<file path="src/rtl/imem_uart_loader.sv">
// UART boot loader: parses SYNC | LEN(be16) | N x 32-bit LE words | CSUM and writes words to instruction memory.
// Holds the CPU in reset while a frame is in flight or after a failed load, until a good frame completes.
module imem_uart_loader #(
   parameter int         CLKS_PER_BIT = 868,
   parameter int         NUM_WORDS    = 8192,
   parameter logic [7:0] SYNC_BYTE    = 8'hA5,
   parameter int         TIMEOUT_CLKS = 10_000_000
) (
   input  logic        clk,
   input  logic        arst_n,
   input  logic        uart_rx,
   output logic        we,
   output logic [31:2] waddr,
   output logic [31:0] wdat,
   output logic        cpu_rst_n,
   output logic        busy,
   output logic        done,
   output logic        err
);

   localparam int BCW = $clog2(CLKS_PER_BIT + 1);
   localparam int TCW = $clog2(TIMEOUT_CLKS + 1);

   typedef enum logic [1:0] {RX_IDLE, RX_START, RX_DATA, RX_STOP} rx_state_t;
   typedef enum logic [2:0] {IDLE, LEN_HI, LEN_LO, DATA, CSUM} state_t;

   // ---------------- receiver ----------------
   logic [1:0]     sync_q;
   logic           rx_s, rx_prev_q;
   rx_state_t      rx_state_q, rx_state_d;
   logic [BCW-1:0] rx_cnt_q, rx_cnt_d;
   logic [2:0]     rx_bit_q, rx_bit_d;
   logic [7:0]     rx_sh_q, rx_sh_d;
   logic           byte_vld, frm_err;

   assign rx_s = sync_q[1];

   always_ff @(posedge clk or negedge arst_n) begin
      if (!arst_n) begin
         sync_q     <= 2'b11;
         rx_prev_q  <= 1'b1;
         rx_state_q <= RX_IDLE;
         rx_cnt_q   <= '0;
         rx_bit_q   <= '0;
         rx_sh_q    <= '0;
      end else begin
         sync_q     <= {sync_q[0], uart_rx};
         rx_prev_q  <= rx_s;
         rx_state_q <= rx_state_d;
         rx_cnt_q   <= rx_cnt_d;
         rx_bit_q   <= rx_bit_d;
         rx_sh_q    <= rx_sh_d;
      end
   end

   always_comb begin
      rx_state_d = rx_state_q;
      rx_cnt_d   = rx_cnt_q;
      rx_bit_d   = rx_bit_q;
      rx_sh_d    = rx_sh_q;
      byte_vld   = 1'b0;
      frm_err    = 1'b0;
      case (rx_state_q)
         RX_IDLE: begin
            if (rx_prev_q && !rx_s) begin
               rx_state_d = RX_START;
               rx_cnt_d   = '0;
            end
         end
         RX_START: begin
            // a start bit that is high again at mid-bit was a glitch
            if (rx_cnt_q == BCW'(CLKS_PER_BIT / 2 - 1)) begin
               rx_cnt_d   = '0;
               rx_bit_d   = '0;
               rx_state_d = rx_s ? RX_IDLE : RX_DATA;
            end else begin
               rx_cnt_d = rx_cnt_q + 1'b1;
            end
         end
         RX_DATA: begin
            if (rx_cnt_q == BCW'(CLKS_PER_BIT - 1)) begin
               rx_cnt_d = '0;
               rx_sh_d  = {rx_s, rx_sh_q[7:1]};
               if (rx_bit_q == 3'd7) rx_state_d = RX_STOP;
               else                  rx_bit_d   = rx_bit_q + 1'b1;
            end else begin
               rx_cnt_d = rx_cnt_q + 1'b1;
            end
         end
         RX_STOP: begin
            if (rx_cnt_q == BCW'(CLKS_PER_BIT - 1)) begin
               rx_cnt_d   = '0;
               rx_state_d = RX_IDLE;
               byte_vld   = rx_s;
               frm_err    = !rx_s;
            end else begin
               rx_cnt_d = rx_cnt_q + 1'b1;
            end
         end
      endcase
   end

   // ---------------- frame parser ----------------
   state_t         state_q, state_d;
   logic [15:0]    len_q, len_d, idx_q, idx_d, n_w;
   logic [7:0]     csum_q, csum_d;
   logic [23:0]    word_q, word_d;
   logic [1:0]     bcnt_q, bcnt_d;
   logic [TCW-1:0] tmo_q, tmo_d;
   logic           we_q, we_d, done_q, done_d, err_q, err_d, bad_q, bad_d;
   logic           cpu_rst_n_q, cpu_rst_n_d;
   logic [29:0]    waddr_q, waddr_d;
   logic [31:0]    wdat_q, wdat_d;

   always_ff @(posedge clk or negedge arst_n) begin
      if (!arst_n) begin
         state_q     <= IDLE;
         len_q       <= '0;
         idx_q       <= '0;
         csum_q      <= '0;
         word_q      <= '0;
         bcnt_q      <= '0;
         tmo_q       <= '0;
         we_q        <= 1'b0;
         done_q      <= 1'b0;
         err_q       <= 1'b0;
         bad_q       <= 1'b0;
         cpu_rst_n_q <= 1'b0;
         waddr_q     <= '0;
         wdat_q      <= '0;
      end else begin
         state_q     <= state_d;
         len_q       <= len_d;
         idx_q       <= idx_d;
         csum_q      <= csum_d;
         word_q      <= word_d;
         bcnt_q      <= bcnt_d;
         tmo_q       <= tmo_d;
         we_q        <= we_d;
         done_q      <= done_d;
         err_q       <= err_d;
         bad_q       <= bad_d;
         cpu_rst_n_q <= cpu_rst_n_d;
         waddr_q     <= waddr_d;
         wdat_q      <= wdat_d;
      end
   end

   always_comb begin
      state_d = state_q;
      len_d   = len_q;
      idx_d   = idx_q;
      csum_d  = csum_q;
      word_d  = word_q;
      bcnt_d  = bcnt_q;
      tmo_d   = '0;
      we_d    = 1'b0;
      done_d  = 1'b0;
      err_d   = err_q;
      bad_d   = bad_q;
      waddr_d = waddr_q;
      wdat_d  = wdat_q;
      n_w     = {len_q[15:8], rx_sh_q};
      if (state_q != IDLE && !byte_vld) tmo_d = tmo_q + 1'b1;

      if (frm_err) begin
         err_d   = 1'b1;
         bad_d   = bad_q || (state_q != IDLE);
         state_d = IDLE;
      end else if (state_q != IDLE && !byte_vld && tmo_q == TCW'(TIMEOUT_CLKS - 1)) begin
         err_d   = 1'b1;
         bad_d   = 1'b1;
         state_d = IDLE;
      end else if (byte_vld) begin
         csum_d = csum_q + rx_sh_q;
         case (state_q)
            IDLE: begin
               if (rx_sh_q == SYNC_BYTE) begin
                  state_d = LEN_HI;
                  err_d   = 1'b0;
                  csum_d  = '0;
                  idx_d   = '0;
                  bcnt_d  = '0;
               end
            end
            LEN_HI: begin
               len_d[15:8] = rx_sh_q;
               state_d     = LEN_LO;
            end
            LEN_LO: begin
               len_d = n_w;
               if (32'(n_w) > 32'(NUM_WORDS)) begin
                  err_d   = 1'b1;
                  bad_d   = 1'b1;
                  state_d = IDLE;
               end else begin
                  state_d = (n_w == 16'd0) ? CSUM : DATA;
               end
            end
            DATA: begin
               word_d = {rx_sh_q, word_q[23:8]};
               bcnt_d = bcnt_q + 1'b1;
               if (bcnt_q == 2'd3) begin
                  we_d    = 1'b1;
                  waddr_d = 30'(idx_q);
                  wdat_d  = {rx_sh_q, word_q};
                  idx_d   = idx_q + 1'b1;
                  if (idx_q == len_q - 16'd1) state_d = CSUM;
               end
            end
            CSUM: begin
               state_d = IDLE;
               if (rx_sh_q == csum_q) begin
                  done_d = 1'b1;
                  bad_d  = 1'b0;
               end else begin
                  err_d = 1'b1;
                  bad_d = 1'b1;
               end
            end
            default: state_d = IDLE;
         endcase
      end
      // registered from next-state so it tracks busy cycle-for-cycle
      cpu_rst_n_d = (state_d == IDLE) && !bad_d;
   end

   assign we        = we_q;
   assign waddr     = waddr_q;
   assign wdat      = wdat_q;
   assign done      = done_q;
   assign err       = err_q;
   assign busy      = (state_q != IDLE);
   assign cpu_rst_n = cpu_rst_n_q;

endmodule
</file>
<file path="config.mk">
export PLATFORM = sky130hd
export DESIGN_NAME = imem_uart_loader
export DESIGN_NICKNAME = d
export VERILOG_FILES = /design/src/rtl/imem_uart_loader.sv
export SDC_FILE = /design/constraint.sdc
export NUM_CORES = 1
export LEC_CHECK = 0
export BUFFER_PORTS_ARGS = -buffer_cell sky130_fd_sc_hd__buf_2
export CAP_MARGIN = 0
export CORE_UTILIZATION = 54
export CTS_BUF_LIST = sky130_fd_sc_hd__clkbuf_16
export DETAILED_ROUTE_END_ITERATION = 12
export HOLD_SLACK_MARGIN = 0.12
export MAX_ROUTING_LAYER = met4
export PLACE_DENSITY = 0.84
export SLEW_MARGIN = 10
export SYNTH_ARGS = -nofsm -noshare
export SYNTH_HDL_FRONTEND = slang
export SYNTH_SLANG_ARGS = --single-unit
</file>
<file path="constraint.sdc">
create_clock -name clk -period 2.55 [get_ports clk]
set_input_delay 0.51 -clock clk [delete_from_list [all_inputs] [get_ports clk]]
set_output_delay 0.51 -clock clk [all_outputs]
set_load 0.005 [all_outputs]
</file>
==> out/metrics.csv, run 1 <==
metric,value,unit
whs_path_depth,1,
pwr-share-seq,49.9,%
grt_overflow,0,
cts_tree,yes,
max-cap-violations,0,
die_area,0.01589,mm^2
utilization,65.50,%
required,2.91,ns
start_util,56.32,%
synthToLayoutAreaGrowth,16.31,%
final_area,0.009664,mm^2
drv_slew,0,
path_buf_inv,1,
netlist_instances,795,
p_leak,4.782,nW
clock_path_buffers,2,
synth_top_flop_cell,dfrtp_1,
grt_max_degree,70,
num_vias,6289,
dp_hpwl,11730,um
min_period,2.604,ns
grt_pass1_vias,6189,
dpl_cell_area,0.008966,mm^2
track_usage,24.30,%
clk_latency,0.44,ns
antenna_found_initial,0,
ctsRootBufferMaster,clkbuf_16,
ioPinCount,70,
hold_violations,0,
setup_slack,-0.05358,ns
n_antenna_cell,0,
cts_buffers,17,
seq_area_frac_synth,51.84,%
swShare,25.63,%
finalWirelength,17810,um
fin_worst_skew,0.01295,ns
violations,negative setup slack,
cp-startpoint,len_q[1]$_DFFE_PN0P_,
comb_power_share,5.3,%
drive_above_1_share,24.30,%
ys_types,68,
whs,0.1720,ns
worst_ep_arrival_time,2.96,ns
ys_warn_count,0,
viasPerCell,5.839,
setup_viol,1,
synth_edf_count,0,
numClockSinks,172,
cts.htree.levels,4,
path_max_fanout,2,
crit_path_max_incr_delay,0.51,ns
die_y,126.0,um
synth_top_area_share,50.90,%
drc_errors,0,
ir_drop,0.0004933,V
num_rows,44,
gp_congestion,0.8835,
worstHoldStart,uart_rx,
p_int,0.004327,W
fmax,384.1,MHz
critical-path-slowest-cell,or4_4,
finalNetCount,899,
grt_pass1_wl,29780,um
drt_iter0_drc,434,
die_w,126.0,um
yosysMostFrequentCell,dfrtp_1,
firstDrtPassIters,5,
async_reset_ff_share,100.0,%
rsz0062_at_grt,true,
p_sw,0.001491,W
fp.coreArea,0.01475,mm^2
power.density,602.0,mW/mm^2
worstSetupEndpointType,flip-flop,
ys_top_cells_by_count,"dfrtp_1, nand2_1, mux2_2, nor2_1, o21ai_0",
hold_class,in2reg,
status,"complete, but fails checks",
ys_seq_elements,172,
crit_chain,buf_4 > or4_4 > o31a_1 > or4_1 > o211a_4 > o41ai_4 > nand2_1 > nor3_2,
path_class,reg2reg,
reg2regPathDepth,8,
syn-mean-instance-area,10.45,um^2
period_share,102.1,%
n_fill_cell,1052,
port_buffers,55,
synth_area,0.008309,mm^2
regToRegStartpoint,len_q[1]$_DFFE_PN0P_,
relSlewSlack,57.85,%
tightestPinTransition,0.6322,ns
ant_nets,0,
critPathLaunchType,flip-flop,
p_clk_share,44.8,%
clk_pin_slew_worst_paths,0.07,ns
yosys.area.top_type,dfrtp_1,
detail_route.wl_per_cell,16.53,um
path_depth,8,
critPathTopFamily,simple AND/OR/NAND/NOR gates,
synthTopCellsByArea,"dfrtp_1, mux2_2, nand2_1",
through the flow:
step                setup WS [ns]  setup TNS (ns)  instances  power (W)
CTS                      -0.03284        -0.03284       1075   0.005857
finish                   -0.05358        -0.05358       1077   0.005817
floorplan                -0.01191        -0.01191        808   0.003139
global placement          0.03576               0       1040   0.003227
global route              -0.1948         -0.4163       1077   0.006034
detailed placement       -0.06923         -0.1708       1040   0.003260
area by class of cell:
type	count	area, um^2	share of cell area [%]
sequential	172	4308	44.58
multi-input combinational	585	3876	40.11
clock buffer	17	425.4	4.402
inverter	10	37.54	0.3884
clock inverter	15	172.7	1.787
tap	184	230.2	2.382
timing repair buffer	94	614.3	6.357
kinds of logic (layout without fill, tap and decap cells):
family	count (synthesis)	after routing	share of synthesized area, %
AND/OR/NAND/NOR	319	319	18.99
AO/OA/AOI/OAI	111	111	8.237
XOR/XNOR	55	55	5.797
multiplexers	70	70	9.456
buffers and inverters	51	136	3.132
other	1	14	0.04513
flip-flops	172	172	51.84
adder cells (fa/ha/maj)	16	16	2.500
registers in the layout, indices dropped and copies added, names as in the netlist, named ones only:
name,count
rx_sh_q,8
tmo_q,24
wdat,32
we,1
err,1
rx_cnt_q,10
cpu_rst_n,1
idx_q,16
waddr,16
len_q,16
bad_q,1
sync_q,2
rx_state_q,1
word_q,24
state_q,3
csum_q,8
rx_prev_q,1
bcnt_q,2
rx_bit_q,3
done,1
path summary, 6_finish.rpt:
kind,endpoint,slack (ns)
min,sync_q[0]$_DFF_PN1_,0.17
max reg2reg,cpu_rst_n$_DFF_PN0_,-0.05
max in group asynchronous,sync_q[1]$_DFF_PN1_,1.16
max,cpu_rst_n$_DFF_PN0_,-0.05
min reg2reg,sync_q[1]$_DFF_PN1_,0.36
min in group asynchronous,word_q[12]$_DFFE_PN0P_,0.64
metal layers:
layer  vias up  GRT usage (%)  wire length, um
li1       2945              -                -
met2       195          39.13             8853
met4         0          9.072              396
met5         -              -                0
met1      3103          30.27             7676
met3        46          5.098              878
power by group through the flow:
| stage | Combinational, W | Clock, W | Sequential, W |
|---|---|---|---|
| 2_1_floorplan | 0.000223 | 0 | 0.00292 |
| 3_3_place_gp | 0.000281 | 0 | 0.00295 |
| 3_5_place_dp | 0.000307 | 0 | 0.00295 |
| 4_1_cts | 0.000314 | 0.00264 | 0.00290 |
| 5_1_grt | 0.000361 | 0.00276 | 0.00292 |
| 6_report | 0.000306 | 0.00261 | 0.00290 |
layout by cell type, fill, tap and decap left out, types with 3 or more instances in the layout:
cell type and n:
nand4_1 11, dfrtp_1 169, a211oi_1 5, nor2b_1 9, conb_1 14, nor4b_1 3
clkinvlp_4 3, nor3_1 14, buf_4 35, and3_1 16, o21ai_0 50, xnor2_1 31
or3_1 13, or4_1 3, nand2b_1 5, a21oi_1 17, or4_4 3, inv_8 5
ha_1 14, nor2_1 56, and4_1 3, a21o_1 5, dfstp_2 3, inv_1 8
nand2_1 121, buf_12 3, and2_1 4, nor4_1 10, xor2_1 24, clkbuf_16 17
o31ai_1 6, nand3_1 27, a31oi_1 4, buf_2 54, mux2_2 68
what timing repair did:
action / CTS / global route
hold buffers: 1 / 0
buffers inserted: 2 / 2
gates resized for setup: 5 / 6
pin swaps: 4 / 3
setup endpoints to repair: 4 / 4
endpoints found under the hold margin: 65 / 0
Power figures use the tool's default switching activity.
==> run 2, diff against run 1 <==
--- a/config.mk
+++ b/config.mk
@@ -7,7 +7,9 @@
 export LEC_CHECK = 0
 export BUFFER_PORTS_ARGS = -buffer_cell sky130_fd_sc_hd__buf_2
 export CAP_MARGIN = 0
-export CORE_UTILIZATION = 54
+export CELL_PAD_IN_SITES_DETAIL_PLACEMENT = 1
+export CELL_PAD_IN_SITES_GLOBAL_PLACEMENT = 1
+export CORE_UTILIZATION = 43
 export CTS_BUF_LIST = sky130_fd_sc_hd__clkbuf_16
 export DETAILED_ROUTE_END_ITERATION = 12
 export HOLD_SLACK_MARGIN = 0.12
==> run 2 against run 1 <==
The run still ends with negative setup slack left. Sequential share of layout area shrank 1.2 points. Clock skew decreased by 0.00095 ns. Critical path type unchanged. First-iteration DRC count shrank 25%. Critical endpoint is now state_q[1]$_DFF_PN0_. Clock-buffer cell count stayed put. Core utilization is 13 points lower. Via count grew 2.8%. Cell count increased by 8.2%. Sequential power hardly changed. Worst setup slack got worse by 0.059 ns.
==> out/metrics.csv, run 2 (synthesis gave the netlist of run 1 again) <==
metric,value,unit
grtUsageMet1,28.70,%
finalNetCount,911,
layout_commonest_cell,dfrtp_1,
clk_latency,0.44,ns
fmax,375.6,MHz
top_usage_layer,met2,
min_period,2.663,ns
drc_errors,0,
detail_route.wl_per_cell,19.08,um
final_cell_mix,"dfrtp_1, nand2_1, mux2_2, nor2_1, buf_2",
grt_overflow,0,
period_share,104.4,%
ir_drop,0.0005513,V
ioPinCount,70,
p_leak,4.884,nW
die_area,0.01988,mm^2
drv_slew,0,
dp_hpwl,14410,um
grt_pass1_vias,7033,
viasPerCell,5.550,
status,"complete, but fails checks",
port_buffers,55,
crit_chain,inv_2 > ha_4 > or3b_4 > or4_4 > a211oi_4 > nand3_2 > nor3b_2 > nor4b_4 > o21ai_1,
grt_max_degree,51,
num_vias,6466,
firstDrtPassIters,4,
hold_class,in2reg,
setup_viol,3,
relSlewSlack,63.97,%
die_y,141.0,um
cts.htree.levels,4,
gp_congestion,0.8610,
met2_usage,41.87,%
drt_iter0_drc,325,
critPathLaunchType,flip-flop,
largest_reg_flops,32,
worst_ep_arrival_time,2.97,ns
numClockSinks,172,
num_rows,50,
critical-path-slowest-cell,or4_4,
path_max_fanout,3,
dp_slack,-0.07714,ns
violations,negative setup slack,
hold_violations,0,
n_antenna_cell,0,
ctsRootBufferMaster,clkbuf_16,
cts_tree,yes,
power.density,598.6,mW/mm^2
worstSetupEndpointType,flip-flop,
clock_path_buffers,2,
tns,-0.1830,ns
synthToLayoutAreaGrowth,19.50,%
start_util,44.13,%
drive_above_1_share,26.30,%
clk_pin_slew_worst_paths,0.07,ns
antenna_found_initial,0,
finalWirelength,22230,um
fp.coreArea,0.01883,mm^2
cts_buffers,17,
grt_pass1_wl,36760,um
max-cap-violations,0,
track_usage,24.53,%
grt_util_met3,4.755,%
setup_slack,-0.1125,ns
tightestPinTransition,0.5356,ns
path_class,reg2reg,
fin_worst_skew,0.01200,ns
ant_nets,0,
required,2.86,ns
die_w,141.0,um
rsz0062_at_grt,true,
crit_path_max_incr_delay,0.51,ns
## run 2: area by class of cell
cell class,instances,area (um^2)
fillers,2058,8901
inverters,10,37.54
flip-flops and latches,172,4308
multi-input cells,585,3908
repair buffers,106,729.5
clock inverters,15,196.4
clock buffers,17,425.4
well taps,260,325.3
## run 2: power breakdown
part / internal [W] / switching, W
logic: 0.000136 / 0.000209
registers: 0.00280 / 0.0000796
clock network: 0.00142 / 0.00129
## run 2: repair_timing
| action | CTS | global route |
|---|---|---|
| setup buffers | 3 | 5 |
| endpoints found under the setup margin | 4 | 12 |
| resized for setup | 4 | 15 |
| endpoints found under the hold margin | 37 | 0 |
| pin swaps | 4 | 4 |
| hold buffers | 1 | 0 |
## run 2: critical path: cells and delay by family, from the launching register on
kind                     cells  cell delay (ns)
AO/OA/AOI/OAI                2             0.42
AND/OR/NAND/NOR              5             1.46
flip-flops                   1             0.41
buffers and inverters        1             0.10
adder cells (fa/ha/maj)      1             0.14
## run 2: layer usage
metal / share of wire [%] / up-vias
met5: 0 / -
met4: 2.5 / 0
met3: 3.8 / 42
met2: 52 / 136
met1: 42 / 3332
li1: - / 2956
## run 2: final timing paths
| check | startpoint | end | slack, ns | cells after the start |
|---|---|---|---|---|
| worst max-delay path | len_q[0]$_DFFE_PN0P_ | state_q[1]$_DFF_PN0_ | -0.11 | 9 |
| worst min-delay path | uart_rx | sync_q[0]$_DFF_PN1_ | 0.16 | 1 |
| worst max register to register | len_q[0]$_DFFE_PN0P_ | state_q[1]$_DFF_PN0_ | -0.11 | 9 |
| worst min register to register | sync_q[0]$_DFF_PN1_ | sync_q[1]$_DFF_PN1_ | 0.36 | 0 |
| max in group asynchronous | arst_n | csum_q[0]$_DFFE_PN0P_ | 1.33 | 3 |
| min in group asynchronous | arst_n | wdat[12]$_DFFE_PN0P_ | 0.57 | 2 |
## run 2: through the flow
stage                     util (%)  hold WS (ns)  power [W]  cell area, um^2  cells
after floorplan                  -        0.2144   0.003139             8379    808
after global placement       48.57        0.3464   0.003253             9146   1124
after detailed placement     48.57        0.3490   0.003285             9146   1124
after CTS                    52.14        0.1459   0.005994             9818   1160
after global routing         52.73        0.1396   0.006170             9930   1165
final                        52.73        0.1621   0.005944             9930   1165
==> run 3, diff against run 2 <==
--- a/config.mk
+++ b/config.mk
@@ -14,7 +14,7 @@
 export DETAILED_ROUTE_END_ITERATION = 12
 export HOLD_SLACK_MARGIN = 0.12
 export MAX_ROUTING_LAYER = met4
-export PLACE_DENSITY = 0.84
+export PLACE_DENSITY = 0.8
 export SLEW_MARGIN = 10
 export SYNTH_ARGS = -nofsm -noshare
 export SYNTH_HDL_FRONTEND = slang
==> run 3 against run 2 <==
The run still ends with negative setup slack left. Maximum frequency increased by 2.4%. Clock-buffer cell count is the same. Core utilization fell by 0.17 points. Critical endpoint is now cpu_rst_n$_DFF_PN0_. Global-route usage shrank 0.95 points. Total power is 0.70% higher. Highest routed layer unchanged. Routed wire length down 1.5%. Combinational power grew 9.0%. Clock skew fell by 0.00079 ns. Hold slack improved by 0.0024 ns. Critical path depth is the same.
==> out/metrics.csv, run 3 (synthesis gave the netlist of run 1 again) <==
metric,value,unit
status,"complete, but fails checks",
violations,negative setup slack,
die_area,0.01988,mm^2
grt_pass1_wl,35780,um
die_y,141.0,um
path_max_fanout,4,
antenna_found_initial,0,
track_usage,23.58,%
tns,-0.1013,ns
tightestPinTransition,0.6726,ns
comb_power_share,6.3,%
swShare,26.73,%
detail_route.wl_per_cell,18.78,um
fmax,384.7,MHz
ioPinCount,70,
rsz0062_at_grt,true,
regToRegStartpoint,len_q[1]$_DFFE_PN0P_,
hold_class,in2reg,
p_int,0.004386,W
viasPerCell,5.517,
required,2.91,ns
finalWirelength,21890,um
dp_hpwl,14110,um
p_leak,4.877,nW
synthToLayoutAreaGrowth,19.12,%
path_class,reg2reg,
clk_pin_slew_worst_paths,0.08,ns
n_fill_cell,2060,
clock_path_buffers,2,
die_w,141.0,um
gp_congestion,0.8634,
whs_path_depth,1,
p_clk_share,45.6,%
pwr-share-seq,48.1,%
numClockSinks,172,
cts_tree,yes,
relSlewSlack,55.11,%
fp.coreArea,0.01883,mm^2
utilization,52.56,%
num_rows,50,
drive_above_1_share,25.94,%
setup_slack,-0.04972,ns
min_period,2.600,ns
largest_reg_flops,32,
p_sw,0.001600,W
grt_pass1_vias,6930,
reg2regPathDepth,9,
hold_violations,0,
grt_max_degree,56,
power.density,604.7,mW/mm^2
n_antenna_cell,0,
clk_latency,0.44,ns
rr_endpoint,cpu_rst_n$_DFF_PN0_,
cts_buffers,17,
finalNetCount,912,
period_share,101.9,%
grt_overflow,0,
setup_viol,3,
max-cap-violations,0,
fin_worst_skew,0.01121,ns
regToRegSetupSlack,-0.05,ns
worstHoldStart,uart_rx,
worst_ep_arrival_time,2.96,ns
drt_iter0_drc,302,
cts.htree.levels,4,
hold-path-endpoint,sync_q[0]$_DFF_PN1_,
layout_commonest_cell,dfrtp_1,
firstDrtPassIters,5,
drv_slew,0,
ir_drop,0.0004757,V
drc_errors,0,
port_buffers,55,
ctsRootBufferMaster,clkbuf_16,
ant_nets,0,
worstSetupEndpointType,flip-flop,
start_util,44.13,%
final_cell_mix,"dfrtp_1, nand2_1, mux2_2, nor2_1, buf_2",
critPathLaunchType,flip-flop,
num_vias,6433,
run 3: worst max-delay path by stage:
stage	startpoint	to	slack, ns
after floorplan	len_q[0]$_DFFE_PN0P_	cpu_rst_n$_DFF_PN0_	-0.01
after global placement	len_q[0]$_DFFE_PN0P_	state_q[1]$_DFF_PN0_	0.007
after detailed placement	len_q[0]$_DFFE_PN0P_	state_q[1]$_DFF_PN0_	-0.13
after CTS	len_q[5]$_DFFE_PN0P_	cpu_rst_n$_DFF_PN0_	-0.04
after global routing	len_q[1]$_DFFE_PN0P_	cpu_rst_n$_DFF_PN0_	-0.14
final	len_q[1]$_DFFE_PN0P_	cpu_rst_n$_DFF_PN0_	-0.05
run 3: what timing repair did:
action / 4_1_cts / 5_1_grt
setup endpoints to repair: 4 / 15
pin swaps: 6 / 3
hold buffers: 1 / 0
resized for setup: 5 / 12
endpoints found under the hold margin: 51 / 0
buffers inserted: 2 / 4
run 3: critical path, cell delays in order (launching register included):
cell and delay [ns]:
dfrtp_1 0.42, inv_1 0.12, ha_4 0.14, or3b_4 0.37, or4_4 0.50, a211oi_4 0.26, nand4_1 0.15, o41ai_2 0.30
nand2_1 0.13, nor3_2 0.12
run 3: per-layer routing:
| layer | global-route usage, % | wire length, um |
|---|---|---|
| met5 | - | 0 |
| met3 | 3.329 | 631 |
| met2 | 40.27 | 11320 |
| met4 | 8.352 | 500 |
| met1 | 28.57 | 9442 |
run 3: power groups by stage:
stage	Sequential, W	Clock, W	Combinational, W
after floorplan	0.00292	0	0.000223
after global placement	0.00292	0	0.000341
after detailed placement	0.00293	0	0.000366
after CTS	0.00288	0.00278	0.000367
after global routing	0.00289	0.00287	0.000438
final	0.00288	0.00273	0.000376
run 3: final cells by class:
| class | instances | area (um^2) | area share (%) |
|---|---|---|---|
| Sequential cell | 172 | 4308 | 43.52 |
| Multi-Input combinational cell | 585 | 3892 | 39.32 |
| Timing Repair Buffer | 107 | 711.9 | 7.193 |
| Clock buffer | 17 | 425.4 | 4.298 |
| Tap cell | 260 | 325.3 | 3.287 |
| Clock inverter | 15 | 197.7 | 1.997 |
| Inverter | 10 | 37.54 | 0.3792 |
run 3: through the flow:
step           hold WS (ns)  instances  worst slack, ns  total power, W  instance area, um^2
3_5_place_dp         0.3475       1127          -0.1290        0.003297                 9144
2_1_floorplan        0.2144        808         -0.01191        0.003139                 8379
3_3_place_gp         0.3470       1127         0.006959        0.003266                 9144
6_report             0.1644       1166         -0.04972        0.005986                 9898
5_1_grt              0.1584       1166          -0.1362        0.006201                 9898
4_1_cts              0.1540       1162         -0.03828        0.006025                 9816
